[src/rtl/lif_neuron_bank.sv]
// lif_neuron_bank: a bank of N leaky integrate-and-fire neurons.
//
// Each accepted input beat is one network timestep. On that step every neuron
// leaks, integrates its own signed contribution, compares against the
// threshold, fires, and then holds through its refractory period. The spike
// vector, the membrane potentials and the timestep index go out through a
// single output register that has a valid/ready handshake.
//
// Ports:
//   clk        clock; all state updates on the rising edge
//   rst        synchronous reset, active high
//   in_valid   in_data holds one timestep of contributions
//   in_data    N lanes of WW-bit signed contributions (lane i = [i*WW +: WW])
//   in_ready   the bank can take a beat this cycle
//   out_valid  spike_out / v_out / ts_count hold a result
//   out_ready  downstream consumes the result this cycle
//   spike_out  bit i = neuron i fired on this timestep
//   v_out      N lanes of VW-bit signed potential after this timestep
//   ts_count   index of the timestep held in the output register

// One neuron. Its potential and spike registers act as that neuron's slice of
// the output register: they change only on accept, so they stay stable while
// the output is stalled.
module lif_lane #(
  parameter int WW         = 3,
  parameter int VW         = 8,
  parameter int THRESH     = 20,
  parameter int LEAK_SHIFT = 3,
  parameter int REFRAC     = 4
) (
  input  logic          clk,
  input  logic          rst,
  input  logic          acc_i,
  input  logic [WW-1:0] c_i,
  output logic [VW-1:0] v_o,
  output logic          spike_o
);
  // At least one bit, so that REFRAC=0 still yields a legal counter.
  localparam int RW = (REFRAC > 0) ? $clog2(REFRAC + 1) : 1;
  localparam logic [RW-1:0]        RLOAD = RW'(REFRAC);
  localparam logic signed [VW+1:0] SMAX  = {3'b000, {(VW-1){1'b1}}};
  localparam logic signed [VW+1:0] SMIN  = {3'b111, {(VW-1){1'b0}}};
  localparam logic signed [VW-1:0] TH    = VW'(THRESH);

  logic signed [VW-1:0] v_q, v_d, v_sh, v_sat;
  logic signed [VW+1:0] s;
  logic [RW-1:0]        r_q, r_d;
  logic                 spk_q, spk_d, fire;

  // Floor shift on the signed potential. The sum is formed two bits wider
  // than V, so neither the leak nor the contribution can wrap before
  // saturation.
  assign v_sh  = v_q >>> LEAK_SHIFT;
  assign s     = {{2{v_q[VW-1]}}, v_q} - {{2{v_sh[VW-1]}}, v_sh}
               + {{(VW+2-WW){c_i[WW-1]}}, c_i};
  assign v_sat = (s > SMAX) ? SMAX[VW-1:0] :
                 (s < SMIN) ? SMIN[VW-1:0] : s[VW-1:0];
  assign fire  = (v_sat >= TH);

  always_comb begin
    v_d   = v_q;
    r_d   = r_q;
    spk_d = spk_q;
    if (acc_i) begin
      if (r_q != '0) begin
        // Refractory: the contribution is dropped and the potential is held at 0.
        r_d   = r_q - RW'(1);
        v_d   = '0;
        spk_d = 1'b0;
      end else if (fire) begin
        r_d   = RLOAD;
        v_d   = '0;
        spk_d = 1'b1;
      end else begin
        v_d   = v_sat;
        spk_d = 1'b0;
      end
    end
  end

  always_ff @(posedge clk) begin
    if (rst) begin
      v_q   <= '0;
      r_q   <= '0;
      spk_q <= 1'b0;
    end else begin
      v_q   <= v_d;
      r_q   <= r_d;
      spk_q <= spk_d;
    end
  end

  assign v_o     = v_q;
  assign spike_o = spk_q;
endmodule

module lif_neuron_bank #(
  parameter int N          = 16,
  parameter int WW         = 3,
  parameter int VW         = 8,
  parameter int THRESH     = 20,
  parameter int LEAK_SHIFT = 3,
  parameter int REFRAC     = 4
) (
  input  logic            clk,
  input  logic            rst,
  input  logic            in_valid,
  input  logic [N*WW-1:0] in_data,
  output logic            in_ready,
  output logic            out_valid,
  input  logic            out_ready,
  output logic [N-1:0]    spike_out,
  output logic [N*VW-1:0] v_out,
  output logic [15:0]     ts_count
);
  logic [N-1:0][WW-1:0] c_lanes;
  logic [N-1:0][VW-1:0] v_lanes;
  logic                 acc;
  logic                 out_valid_q, out_valid_d;
  logic [15:0]          cnt_q, cnt_d, ts_q, ts_d;

  assign c_lanes = in_data;
  assign v_out   = v_lanes;

  // A new beat may enter when the output slot is empty or is being drained in
  // this same cycle.
  assign in_ready = !out_valid_q || out_ready;
  assign acc      = in_valid && in_ready;

  for (genvar i = 0; i < N; i++) begin : g_lane
    lif_lane #(
      .WW(WW), .VW(VW), .THRESH(THRESH),
      .LEAK_SHIFT(LEAK_SHIFT), .REFRAC(REFRAC)
    ) u_lane (
      .clk    (clk),
      .rst    (rst),
      .acc_i  (acc),
      .c_i    (c_lanes[i]),
      .v_o    (v_lanes[i]),
      .spike_o(spike_out[i])
    );
  end

  always_comb begin
    out_valid_d = out_valid_q;
    cnt_d       = cnt_q;
    ts_d        = ts_q;
    if (acc) begin
      out_valid_d = 1'b1;
      ts_d        = cnt_q;
      cnt_d       = cnt_q + 16'd1;
    end else if (out_ready) begin
      out_valid_d = 1'b0;
    end
  end

  always_ff @(posedge clk) begin
    if (rst) begin
      out_valid_q <= 1'b0;
      cnt_q       <= '0;
      ts_q        <= '0;
    end else begin
      out_valid_q <= out_valid_d;
      cnt_q       <= cnt_d;
      ts_q        <= ts_d;
    end
  end

  assign out_valid = out_valid_q;
  assign ts_count  = ts_q;
endmodule

[config.mk]
export PLATFORM = sky130hd
export DESIGN_NAME = lif_neuron_bank
export DESIGN_NICKNAME = d
export VERILOG_FILES = /design/src/rtl/lif_neuron_bank.sv
export SDC_FILE = /design/constraint.sdc
export NUM_CORES = 1
export LEC_CHECK = 0
export ABC_AREA = 1
export CORE_ASPECT_RATIO = 0.5
export CORE_MARGIN = 2
export CORE_UTILIZATION = 44
export CTS_CLUSTER_DIAMETER = 150
export DETAILED_ROUTE_END_ITERATION = 8
export MAX_ROUTING_LAYER = met4
export PLACE_DENSITY = 0.62
export SLEW_MARGIN = 5
export SYNTH_ARGS = -nofsm -noshare
export SYNTH_HDL_FRONTEND = slang
export SYNTH_SLANG_ARGS = --single-unit
export TNS_END_PERCENT = 20
[constraint.sdc]
create_clock -name clk -period 4.2 [get_ports clk]
set_input_delay 0.63 -clock clk [delete_from_list [all_inputs] [get_ports clk]]
set_output_delay 0.63 -clock clk [all_outputs]
set_load 0.005 [all_outputs]
Word-level counts from Yosys, hierarchy flattened:

Cells that the tools add are included.

* word-level logic and storage cells: 330
* flip-flop bits (word level): 225
* input port bits: 52

* mux-type cells: 130
* reductions and logical operators: 52
* add/subtract/negate cells: 49
* $lt $le $gt $ge: 48

Operators by type and width (count)
* $mux W8: 64
* $add A10 B10 Y10: 16
* $gt A10 B8 Y1 const B: 16
* $lt A10 B8 Y1 const B: 16
* $sub A8 B5 Y9: 16
* $ge A8 B6 Y1 const B: 16
* $mux W3: 32
* $reduce_bool A3 Y1: 16
* $sub A3 B1 Y3 const B: 16
* $mux W1: 34
* $reduce_bool A2 Y1: 17
* $reduce_and A2 Y1: 16
* $add A16 B1 Y16 const B: 1
* $logic_and A1 B1 Y1: 1
* $logic_not A1 Y1: 1
* $logic_or A1 B1 Y1: 1

Depth between registers and ports, before layout:

* depth after elaboration: 8
* mapped depth: 28

Cells and area by module:

Synthesis repeated with hierarchy kept, for this count alone.

* cell total of the unflattened synthesis: 3272
* area total of the unflattened synthesis: 22833.1 um^2

By module, submodules not included
* lif_lane at g_lane[0].u_lane ...: seq. area each 240.2 um^2, area each 1323.8 um^2, cells an instance 187, instances 7
* lif_lane at g_lane[1].u_lane ...: seq. area each 240.2 um^2, area each 1368.8 um^2, cells an instance 200, instances 6
* lif_lane at g_lane[12].u_lane ...: seq. area each 240.2 um^2, area each 1331.3 um^2, cells an instance 187, instances 2
* lif_neuron_bank: seq. area each 660.6 um^2, area each 1393.8 um^2, cells an instance 196, instances 1
* lif_lane at g_lane[3].u_lane: seq. area each 240.2 um^2, area each 1297.5 um^2, cells an instance 193, instances 1

Worst setup path before layout:

OpenSTA, ideal clock, no wires.

* kind: reg2reg
* from: reg g_lane[15].u_lane.v_q[0]
* to: reg g_lane[15].u_lane.r_q[2]
* buffers on the path: 0
* library setup time: 0.115 ns
* period minus slack after synthesis: 3.473 ns
* setup slack: 0.727 ns
* cell stages (with the launch flop): 24
* arrival: 3.358 ns
* path through: dfxtp_1 inv_1 ha_1 fa_1 o21ai_0 a21oi_1 o21ai_0 xnor2_1 inv_1 ha_1 nand2_1 inv_1 a21oi_1 nand2_1 nand2_1 nand2_1 o21ai_4 nand2_2 nor2_1 nand2_2 nand2_4 nand2_4 a21oi_1 nor2_1

* cells in the longest elaborated chain, start to end: 8
* elaborated cells on any way between the ends: 9
* those cells by class: 2 x add/sub; 3 x order compare; 2 x mux; 2 x reduce/logical

RTL lines
* start, declared: line 45 `logic signed [VW-1:0] v_q, v_d, v_sh, v_sat;`
* start signal, assigned: line 87 `v_q <= v_d;`
* $sub A8 B5 Y9 (*): line 54 `assign s = {{2{v_q[VW-1]}}, v_q} - {{2{v_sh[VW-1]}}, v_sh}`
* $add A10 B10 Y10 (*): line 55 `+ {{(VW+2-WW){c_i[WW-1]}}, c_i};`
* $lt A10 B8 Y1: line 57 `(s < SMIN) ? SMIN[VW-1:0] : s[VW-1:0];`
* $mux W8: line 57
* $mux W8 (*): line 56 `assign v_sat = (s > SMAX) ? SMAX[VW-1:0] :`
* $ge A8 B6 Y1 (*): line 58 `assign fire = (v_sat >= TH);`
* $reduce_bool A2 Y1 (no source line) (*)
* $reduce_and A2 Y1 (no source line) (*)
* end signal, assigned: line 88 `r_q <= r_d;`
* end, declared: line 47 `logic [RW-1:0] r_q, r_d;`

Every way passes the cells marked *; elsewhere a longest branch is shown, timed or not.
A chain may end at the register's enable or synchronous reset.

Worst setup path in the final report:

* from: reg g_lane[2].u_lane.v_q[0]
* to: reg g_lane[2].u_lane.r_q[1]

* cells in the longest elaborated chain, start to end: 8
* elaborated cells on any way between the ends: 9
* those cells by class: 2 x add/sub; 3 x order compare; 2 x mux; 2 x reduce/logical

RTL lines (line)
* start, declared: 45
* start signal, assigned: 87
* $sub A8 B5 Y9 (*): 54
* $add A10 B10 Y10 (*): 55
* $lt A10 B8 Y1: 57
* $mux W8: 57
* $mux W8 (*): 56
* $ge A8 B6 Y1 (*): 58
* $reduce_bool A2 Y1 (no source line) (*)
* $reduce_and A2 Y1 (no source line) (*)
* end signal, assigned: 88
* end, declared: 47

Marked as above.

==> out/metrics.csv <==
metric;value;unit
critical path arrival;4.33;ns
Die Wd;326;um
WS Path Type;flip-flop to flip-flop;
vias in the first global route;20000;
FF/Latch Area;4500;sq um
clk slew on worst S/H paths;0.06;ns
synthesized area;22900;sq um
CP required;4.69;ns
Critical path origin;g_lane[2].u_lane.v_o[0];
Worst R2R Path Depth;24;
# rows;58;
WL per Instance;12.3;um
Post-synth EDFFs;0;
most frequent CP cell;nand2_1;
TritonCTS buffer count;25;
htree depth;1;
Synth Register Bits;225;
port bufs;213;
Post-CTS Hold Fix Bufs;0;
Syn Inst Count;3477;
post-synthesis net count;3850;
IO Pins;214;
worst hold margin;0.365;ns
largest area contributor in the netlist;dfxtp_1;
Post-CTS Setup Bufs;0;
Worst Max-Slew Pin Slew;1.06;ns
CTS root buffer;clkbuf_16;
total track usage;0.204;
vias post-DR;21100;
RD Place Congestion;0.915;
fin area;26400;sq um
hold path start;rst;
Largest stage delay, worst path;0.41;ns
placed cell area;25600;sq um
Total Nets Final;4030;
fillers;5174;
Post-synth top cells;nand2_1, inv_1, a21oi_1, ha_1, nand3_1;
DRC viols;0;
critical-path cell list;inv_1, ha_1, fa_1, o21ai_1, a21oi_1, o21ai_0, xnor2_1, inv_1, ha_1, nand2_1, inv_1, a21oi_1, nand2_1, nand2_1, nand2_1, o21ai_2, nand2_1, nand2_1, nand2_2, nand2_4, nand2_4, nand2_2, nand2_1, a21oi_2;
first-pass GRT wire length;91800;um
ANT cells;0;
dpl hpwl;42300;um
Initial DRT Pass Iterations;5;
largest net degree at the start of global routing;91;
Cell variety after synth;41;
worst min path class;primary input to flip-flop;
MaxCap Viol Count;0;
CORE AREA;50800;sq um
Synth Flop Type;dfxtp_1;
Starting Density;0.450;
Antenna Nets Post-Route;0;
post_cts resized;0;
Max FO, Critical Path;9;
max_slew headroom;0.293;
post-synthesis sequential area ratio;0.197;
CP startpoint kind;flip-flop;
antenna violations before repair;0;
Avg Inst Size Synth;6.57;sq um
Vias per Instance;4.84;
starting DRC count in detailed routing;843;
worst r2r src;g_lane[2].u_lane.v_o[0];
clock sink total;225;
FMAX;260;MHz
period utilization;0.915;
critical path's slowest cell;fa_1;
setup repair after global routing missed its margin;yes;
most frequent cell after synthesis;nand2_1;
Worst Hold Path EP;g_lane[13].u_lane.r_q[0];
GRT Residual Overflow;0;
WHS Path Cells;2;
Yosys Warn Count;0;
worst r2r dst;g_lane[2].u_lane.r_q[1];
reg-to-reg setup timing slack;0.36;ns
final setup violation count;0;
status;finished, final reports clean;
Worst Skew;0.0148;ns
die extent in y;165;um
Die Area;53900;sq um
Synth top area share;0.197;
Pins Over Slew Limit;0;
Multi-input gate area;15800;sq um
Final Hold Fails;0;
maximum clock path buffer count;3;
crit path time final;3.84;ns
area grow syn2layout;15.6;%
CTS tree;yes;
worst-skew pair later-pin latency;0.56;ns
final WL;53900;um
Critical Path End Type;flip-flop;
top post-synthesis cells by area;dfxtp_1, nand2_1, ha_1;
fraction of registers with async set or reset after synthesis;0;
share of cells above drive strength 1;0.0817;
[placed cells by master (no fill, tap or decap), types with 2 or more instances in the layout]
| cell type | n |
|---|---|
| ha_1 | 288 |
| nand3_2 | 24 |
| and2_1 | 6 |
| nand2_4 | 37 |
| fa_1 | 32 |
| buf_4 | 12 |
| clkbuf_8 | 5 |
| nor2_2 | 16 |
| inv_1 | 551 |
| a31oi_1 | 13 |
| xnor2_1 | 71 |
| clkdlybuf4s50_1 | 212 |
| a21oi_1 | 323 |
| o21ai_2 | 2 |
| or2_1 | 3 |
| nand3b_1 | 34 |
| nor4_1 | 2 |
| o21bai_1 | 16 |
| nand2_2 | 90 |
| clkbuf_1 | 3 |
| o21a_1 | 2 |
| a21oi_2 | 32 |
| nand4_1 | 6 |
| nand3_1 | 249 |
| nor2_1 | 135 |
| nor3b_2 | 4 |
| xor2_1 | 89 |
| a211oi_1 | 5 |
| clkinv_2 | 6 |
| o21ai_1 | 14 |
| dfxtp_1 | 225 |
| nand2_1 | 995 |
| o21ai_0 | 77 |
| inv_2 | 26 |
| clkbuf_16 | 25 |
| nor3_1 | 18 |
| inv_6 | 2 |
| or2_2 | 3 |
| bufinv_16 | 2 |
| o21ai_4 | 10 |
[how the worst max path moves through the flow]
stage	end	slack, ns	cells past startpoint
after global routing	g_lane[1].u_lane.r_q[2]	-0.008	24
final	g_lane[2].u_lane.r_q[1]	0.36	24
after floorplan	g_lane[15].u_lane.r_q[2]	0.73	23
after CTS	g_lane[0].u_lane.r_q[1]	0.22	24
after global placement	g_lane[0].u_lane.r_q[1]	0.30	25
after detailed placement	g_lane[0].u_lane.r_q[1]	0.23	25
[cell families after synthesis]
| logic type | Yosys count | synth area share |
|---|---|---|
| compound gates | 498 | 0.123 |
| xor+xnor | 160 | 0.0613 |
| fa+ha+maj | 321 | 0.186 |
| buf+inv | 650 | 0.111 |
| flops | 225 | 0.197 |
| simple gates | 1623 | 0.321 |
[per-stage QoR]
stage | worst slack (ns) | setup TNS, ns | util | cells
floorplan | 0.727 | 0 | - | 3477
global placement | 0.301 | 0 | 0.504 | 4320
detailed placement | 0.233 | 0 | 0.504 | 4320
CTS | 0.221 | 0 | 0.519 | 4362
global route | -0.00790 | -0.00790 | 0.520 | 4362
finish | 0.359 | 0 | 0.520 | 4362
[cell type report]
class	count	area share
clock inverters	9	0.00374
well taps	690	0.0327
multi-input cells	2602	0.600
clock buffers	33	0.0267
repair buffers	225	0.0842
inverters	578	0.0823
flip-flops and latches	225	0.171
[worst max-delay path, delay by kind of cell, from the launching register on]
| kind | cells | cell delay, ns |
|---|---|---|
| xor gates and xnor gates | 1 | 0.15 |
| adders and majority gates | 3 | 0.96 |
| AOI/OAI and AO/OA | 6 | 1.22 |
| buffers and inverters | 3 | 0.14 |
| and+or+nand+nor | 11 | 0.93 |
| DFF | 1 | 0.35 |
[sequential cells by signal, summed over array words and instances, names as in the netlist]
register / count
g_lane.u_lane.r_q: 48
ts_count: 16
out_valid: 1
cnt_q: 16
g_lane.u_lane.v_o: 128
g_lane.u_lane.spike_o: 16
[metal layers]
layer	up-vias	wire, um	global-route usage
met2	180	26000	0.371
met4	0	1110	0.0417
met1	9481	25500	0.246
li1	11400	-	-
met3	61	1210	0.0239
met5	-	0	-
Power is left out: the tool's default activity adds up to more than one toggle a clock period on the data nets, which glitch-free logic cannot reach.
